`src/rtl/div_sequencer.sv`:
```
// div_sequencer
//
// Multi-cycle integer divider for the EX-stage B slot. It computes the quotient
// and remainder of a 32-bit divide, signed or unsigned, with radix-2
// restoring division. The divider produces one quotient bit per cycle, MSB
// first. While a division runs, stall_div holds the front of the pipeline.
//
// Handshake: EX_div_req is a request that stays asserted, and stall_div is
// its inverse "ready". A request is taken in any IDLE cycle with flush low,
// and stall_div is high in that same cycle so the instruction stays in EX.
// stall_div stays high for the whole CALC phase. In the DONE cycle,
// stall_div is low and div_done pulses, so the held instruction moves on
// with div_quo/div_rem on the same edge. Requests seen in CALC or DONE are
// ignored.
//
// Ports
//   clk            pipeline clock, rising edge
//   rstn           asynchronous active-low reset
//   EX_div_req     divide/modulo request from EX
//   EX_div_signed  1 = signed operands, 0 = unsigned
//   EX_div_src1    dividend
//   EX_div_src2    divisor
//   flush          pipeline flush; aborts a division in CALC
//   stall_div      freeze IF..EX and EX/MEM while dividing
//   div_done       one-cycle pulse, div_quo/div_rem valid
//   div_quo        quotient, held until the next result
//   div_rem        remainder, held until the next result
//   dbg_state      current FSM state (0 IDLE, 1 CALC, 2 DONE)

module div_sequencer (
    input  logic        clk,
    input  logic        rstn,
    input  logic        EX_div_req,
    input  logic        EX_div_signed,
    input  logic [31:0] EX_div_src1,
    input  logic [31:0] EX_div_src2,
    input  logic        flush,
    output logic        stall_div,
    output logic        div_done,
    output logic [31:0] div_quo,
    output logic [31:0] div_rem,
    output logic [1:0]  dbg_state
);

    typedef enum logic [1:0] {
        IDLE = 2'd0,
        CALC = 2'd1,
        DONE = 2'd2
    } state_t;

    state_t      state;
    logic [4:0]  cnt;
    logic [32:0] prem;     // partial remainder
    logic [31:0] dvd;      // dividend bits shift out, quotient bits shift in
    logic [31:0] dvs;      // divisor magnitude
    logic        quo_neg;
    logic        rem_neg;

    logic        accept;
    logic        s1;
    logic        s2;
    logic [31:0] mag1;
    logic [31:0] mag2;
    logic [33:0] shifted;
    logic [33:0] diff;
    logic        q_bit;
    logic [32:0] next_prem;
    logic [31:0] next_dvd;
    logic [31:0] q_fix;
    logic [31:0] r_fix;

    assign accept = (state == IDLE) && EX_div_req && !flush;

    // Combinational so the request cycle itself is stalled. Reset masks it
    // because the FSM reads IDLE during reset.
    assign stall_div = rstn && (accept || (state == CALC));
    assign dbg_state = state;

    // Operand magnitudes and result signs, latched on acceptance.
    always_comb begin
        s1   = EX_div_signed & EX_div_src1[31];
        s2   = EX_div_signed & EX_div_src2[31];
        mag1 = s1 ? (~EX_div_src1 + 32'd1) : EX_div_src1;
        mag2 = s2 ? (~EX_div_src2 + 32'd1) : EX_div_src2;
    end

    // One restoring step. The partial remainder is always below the divisor,
    // so the shifted value fits in 33 bits. Bit 33 of the difference is
    // therefore a clean borrow, which means "does not go".
    always_comb begin
        shifted   = {prem, dvd[31]};
        diff      = shifted - {2'b00, dvs};
        q_bit     = ~diff[33];
        next_prem = q_bit ? diff[32:0] : shifted[32:0];
        next_dvd  = {dvd[30:0], q_bit};
        q_fix     = quo_neg ? (~next_dvd + 32'd1) : next_dvd;
        r_fix     = rem_neg ? (~next_prem[31:0] + 32'd1) : next_prem[31:0];
    end

    always_ff @(posedge clk or negedge rstn) begin
        if (!rstn) begin
            state    <= IDLE;
            cnt      <= 5'd0;
            prem     <= 33'd0;
            dvd      <= 32'd0;
            dvs      <= 32'd0;
            quo_neg  <= 1'b0;
            rem_neg  <= 1'b0;
            div_done <= 1'b0;
            div_quo  <= 32'd0;
            div_rem  <= 32'd0;
        end else begin
            case (state)
                IDLE: begin
                    if (accept) begin
                        quo_neg <= s1 ^ s2;
                        rem_neg <= s1;
                        dvd     <= mag1;
                        dvs     <= mag2;
                        prem    <= 33'd0;
                        cnt     <= 5'd0;
                        if (EX_div_src2 == 32'd0) begin
                            // Divide by zero skips the iteration entirely.
                            state    <= DONE;
                            div_done <= 1'b1;
                            div_quo  <= 32'hFFFF_FFFF;
                            div_rem  <= EX_div_src1;
                        end else begin
                            state <= CALC;
                        end
                    end
                end

                CALC: begin
                    if (flush) begin
                        // Abort: previous results stay visible.
                        state <= IDLE;
                    end else begin
                        prem <= next_prem;
                        dvd  <= next_dvd;
                        cnt  <= cnt + 5'd1;
                        if (cnt == 5'd31) begin
                            state    <= DONE;
                            div_done <= 1'b1;
                            div_quo  <= q_fix;
                            div_rem  <= r_fix;
                        end
                    end
                end

                DONE: begin
                    // The instruction has already left EX, so a flush here
                    // changes nothing.
                    div_done <= 1'b0;
                    state    <= IDLE;
                end

                default: begin
                    div_done <= 1'b0;
                    state    <= IDLE;
                end
            endcase
        end
    end

endmodule

```
`config.mk`:
```
export PLATFORM = sky130hd
export DESIGN_NAME = div_sequencer
export DESIGN_NICKNAME = d
export VERILOG_FILES = /design/src/rtl/div_sequencer.sv
export SDC_FILE = /design/constraint.sdc
export NUM_CORES = 1
export LEC_CHECK = 0
export BUFFER_PORTS_ARGS = -buffer_cell sky130_fd_sc_hd__buf_2
export CAP_MARGIN = 20
export CORE_AREA = 2 2 159 161
export CTS_BUF_LIST = sky130_fd_sc_hd__clkbuf_2
export DETAILED_ROUTE_END_ITERATION = 16
export DIE_AREA = 0 0 161 163
export GPL_TIMING_DRIVEN = 0
export PLACE_DENSITY = 0.77
export SYNTH_ARGS = -nofsm -noshare
export SYNTH_HDL_FRONTEND = slang
export SYNTH_SLANG_ARGS = --single-unit
```
`constraint.sdc`:
```
create_clock -name clk -period 10.6 [get_ports clk]
set_input_delay 2.12 -clock clk [delete_from_list [all_inputs] [get_ports clk]]
set_output_delay 2.12 -clock clk [all_outputs]
set_load 0.01 [all_outputs]
```
## Yosys cells after proc, flatten, opt, wreduce, memory -nomap -nowiden

Index checks and enable logic that the tools add are counted.

| operators by class | value |
|---|---|
| $add $sub $neg | 6 |
| bitwise gates (word level) | 8 |
| reduce and logical (&&, ||, !) cells | 13 |
| equal/unequal tests | 7 |
| mux-type cells | 34 |

Operators with widths:

| operator | number |
|---|---|
| 32-bit two-way mux | 14 |
| 32-bit case mux with 2 select lines | 3 |
| 32-bit by 1-bit adder with 32-bit output (second input constant) | 4 |
| 32-bit NOT | 4 |
| 33-bit two-way mux | 3 |
| 33-bit case mux with 2 select lines | 1 |
| 34-bit by 32-bit subtractor with 34-bit output | 1 |
| 32-bit zero test | 1 |
| 5-bit two-way mux | 2 |
| 5-bit case mux with 2 select lines | 1 |
| 2-bit two-way mux | 4 |
| 5-bit by 1-bit adder with 5-bit output (second input constant) | 1 |
| 5-bit == test (second input constant) | 1 |
| 5-bit AND reduction | 1 |
| 1-bit two-way mux | 4 |
| 2-bit by 1-bit != test with 1-bit output (second input constant) | 2 |
| 2-bit != test (second input constant) | 2 |
| 2-bit case mux with 2 select lines | 1 |
| 2-bit AND reduction | 2 |
| 4-bit AND reduction | 1 |
| 1-bit logical AND | 3 |
| 3-bit by 2-bit != test with 1-bit output (second input constant) | 1 |
| 3-bit AND reduction | 1 |
| 1-bit AND | 2 |
| other kinds (8) | 8 |

| storage, ports and cells | value |
|---|---|
| logic and storage cells | 78 |
| flip-flop bits (word level) | 171 |

## Logic depth before layout (Yosys ltp)

| logic depth | value |
|---|---|
| depth in word-level cells | 8 |
| gate-level depth with buffers | 24 |

## Worst setup path before layout

Ideal clock, no wire load.

| timing | value |
|---|---|
| path type | register -> register |
| from | register prem[7] |
| to | register div_rem[28] |
| data arrival time | 5.051 ns |
| library setup time | 0.133 ns |
| path slack | 5.416 ns |
| stages on the path, launching flop included | 22 |
| buffers on the path | 3 |
| period minus slack after synthesis | 5.184 ns |
| required time | 10.467 ns |
| path through | dfrtp_1 > ha_1 > a21oi_2 > o21ai_2 > a2111oi_4 > a2111oi_2 > o211a_2 > inv_2 > clkbuf_1 > clkbuf_1 > buf_1 > o21ai_0 > inv_1 > ha_1 > or4b_2 > nor2_1 > mux2i_1 > a211oi_4 > nand4_2 > o41ai_2 > xnor2_1 > a21oi_2 |

| on the way | value |
|---|---|
| word-level cells in the longest chain between the ends | 8 |

Ends and longest elaborated chain:

| item | line | RTL |
|---|---|---|
| start: declaration | 53 | `logic [32:0] prem;` |
| start signal: assignment | 139 | `prem <= next_prem;` |
| 34-bit by 32-bit subtractor with 34-bit output | 92 | `diff = shifted - {2'b00, dvs};` |
| 33-bit two-way mux (*) | 94 | `next_prem = q_bit ? diff[32:0] : shifted[32:0];` |
| 32-bit NOT | 97 | `r_fix = rem_neg ? (~next_prem[31:0] + 32'd1) : next_prem[31:0];` |
| 32-bit by 1-bit adder with 32-bit output | 97 |  |
| 32-bit two-way mux (*) | 97 |  |
| 32-bit two-way mux (*) | 142 | `if (cnt == 5'd31) begin` |
| 32-bit two-way mux (*) | 135 | `if (flush) begin` |
| 32-bit case mux with 2 select lines (*) | 113 | `case (state)` |
| end signal: assignment | 127 | `div_rem <= EX_div_src1;` |
| end signal: assignment | 146 | `div_rem <= r_fix;` |
| end: declaration | 41 | `output logic [31:0] div_rem,` |

Every way passes the cells marked *; elsewhere a longest branch is shown, timed or not. The select of a mux whose other input is x is not followed.
A chain may end at the register's enable or synchronous reset.

## Worst setup path after layout

| timing | value |
|---|---|
| from | register prem[15] |
| to | register div_rem[28] |

The elaborated chain is that of the path after synthesis.

==> results.ini <==
[sta]
tightest_slew_ns = 0.986
finClkSkew_ns = 0.0667
finalSetupViolCount = 0
layout_worst_path_cycle_share_pct = 70.1
fmax_mhz = 135
finalHoldViolCount = 0
slew_viol_final = 0
min_period_ns = 7.43
tns_ns = 0
relSlewSlack_pct = 34.3
rsz0062_at_grt = no

[die]
die-area_sq_um = 26200
io_pins = 137
die_h_um = 163
initial_utilization_pct = 49.0
fp-row-count = 58
die_x_um = 161
fp.coreArea_sq_um = 24700

[clocking]
cts.reportedPaths.clkPinSlew_ns = 0.31
cts.sinks = 171
cts_tree = built
cts_resized = 0
postCtsSetupBuffers = 0
cts_made_buffers = 17
cts_hold_buf = 0
clock_path_buffers = 2
clock-root-buffer = clkbuf_2
clock_latency_ns = 0.81
htree_levels = 4

[status]
status = finished clean

[logic_synthesis]
ys_seq_area_share_pct = 35.4
synth.distinct_cells = 89
synth_seq_cells = 171
synth_top_area_share_pct = 35.4
ys.warnings.count = 0
netlist_area_sq_um = 12100
synth_edf_count = 0
ys.flop_type = dfrtp_1
syn_nets = 1598
synth_area_leaders = dfrtp_1 35%, o21ai_0 6.8%, a21oi_1 6.3%
postSynthCellCount = 1490
synthArstFlopShare_pct = 100
avgSynthCellArea_sq_um = 8.11
synth.largest_area_cell = dfrtp_1

[worst_setup_path]
cp-start-kind = register
critPathCaptureType = register
crit_arrival_ns = 8.14
crit_type = reg2reg
worstPathRequired_ns = 11.30
crit_fanout = 10

[detailed_routing]
final_antenna_net_count = 0
first_iter_violations = 1069
routed_wl_um = 38200
dr.pass1.iters = 10
routedWlPerCell_um = 19.2
drc = 0
vias = 11732
viasPerCell = 5.89

[placed_design]
io_buffers = 136
dp_hpwl_um = 30000
placed_area_sq_um = 13200
gp_congestion = 1.05

[global_route]
grt-ovfl-total = 0
antenna_found_initial = 2
grt_max_degree = 100
grt_pass1_wl_um = 59400
grt_pass1_vias = 10927
grtUsageTotal_pct = 29.1

[power_and_ir_drop]
leakage_nw = 5.83
ir_worst_vdd_mv = 0.0927
p_per_area_nw_per_um2 = 241

[finish]
area_growth_pct = 11.9
drive_gt1_share_pct = 13.9
fillCellCount = 2370
final_nets = 1755
mostFrequentLayoutCells = 199 x nand2_1, 171 x dfrtp_1, 165 x o21ai_0
final_common_cell = nand2_1
design_area_sq_um = 13500

[run]
cap_viol_max_count = 0

[worst_hold_path]
hold_path_class = reg2reg

[state kept, by name (all words and copies together), names as in the netlist]
name	count
div_rem	32
prem	33
div_done	1
cnt	5
dvs	32
quo_neg	1
div_quo	32
dbg_state	2
dvd	32
rem_neg	1
[critical path, cell delays in order, from the launching register on]
cell and delay [ns]:
dfrtp_1 0.54, ha_1 0.43, a21oi_1 0.34, o21ai_1 0.20, a2111oi_4 0.48, a2111oi_2 0.15, o211a_2 0.31, inv_2 0.12
clkbuf_1 0.64, clkbuf_1 0.80, buf_1 0.58, o21ai_0 0.24, inv_1 0.12, ha_1 0.22, or4b_2 0.62, nor2_1 0.12
mux2i_1 0.21, a211oi_4 0.39, nand4_2 0.15, o41ai_2 0.36, xnor2_1 0.22, a21oi_2 0.09
[through the flow]
stage                     utilization [%]  hold WS [ns]  cells  worst slack [ns]  total power, W
after detailed placement             53.6         0.473   1958              3.45         0.00284
after CTS                            54.8         0.511   1990              3.37         0.00323
final                                54.8         0.507   1992              3.17         0.00326
after floorplan                         -         0.449   1490              5.42         0.00229
after global placement               53.4         0.464   1956              2.91         0.00279
after global routing                 54.8         0.543   1992              3.04         0.00350
[worst paths after layout]
| path | from | to | slack [ns] | cells past startpoint |
|---|---|---|---|---|
| worst max register to register | prem[15] | div_rem[28] | 3.17 | 21 |
| min in group asynchronous | rstn | div_quo[31] | 1.20 | 1 |
| max in group asynchronous | rstn | prem[17] | 8.49 | 2 |
| worst max-delay path | prem[15] | div_rem[28] | 3.17 | 21 |
| worst min-delay path | cnt[3] | cnt[3] | 0.51 | 1 |
| worst min register to register | cnt[3] | cnt[3] | 0.51 | 1 |
[Yosys cell counts (5+ instances only)]
cell      number
nand2_1      199
dfrtp_1      171
o21ai_0      165
a21oi_1      153
nor2_1       135
xor2_1        79
clkbuf_1      56
inv_1         49
xnor2_1       49
ha_1          38
nor3_1        35
or3_1         26
mux2i_1       25
o31ai_1       25
nand3_1       24
and3_1        17
a21o_1        14
a31oi_1       14
a211oi_1      12
and2_1        12
buf_2         11
nand4_1       10
o41ai_1       10
a22o_1         9
o211ai_1       9
or4_1          9
nor4_1         8
nand2b_1       7
o21a_1         7
a211o_1        6
mux2_2         5
nor2b_1        5
[routing by layer]
metal / GRT usage, % / routed length, um / up-vias
li1: - / - / 5627
met1: 37.2 / 15300 / 5433
met2: 47.3 / 17400 / 566
met3: 4.84 / 3230 / 106
met4: 16.0 / 2320 / 0
met5: 0 / 0 / -
[power breakdown]
| part | switching (W) | internal (W) |
|---|---|---|
| sequential | 0.000202 | 0.000847 |
| clock | 0.000289 | 0.000106 |
| combinational | 0.00116 | 0.000654 |
| total | 0.00165 | 0.00161 |
[logic make-up after synthesis]
family	count (synthesis)	synth area share, %
AND/OR/NAND/NOR	515	19.8
AO/OA/AOI/OAI	477	24.6
flip-flops	171	35.4
buffers and inverters	130	4.34
XOR/XNOR	128	9.27
adder cells (fa/ha/maj)	39	4.10
multiplexers	30	2.54
[cell type report]
class,instances,area [sq um],area share [%]
buffer,76,322,2.38
tap,330,413,3.05
antenna,2,5.00,0.0370
multi-input combinational,1189,7290,53.9
timing repair buffer,138,729,5.39
clock buffer,17,85.1,0.629
sequential,171,4280,31.6
clock inverter,15,200,1.48
inverter,54,203,1.50
Note: power is estimated with default switching activity, not from simulation.
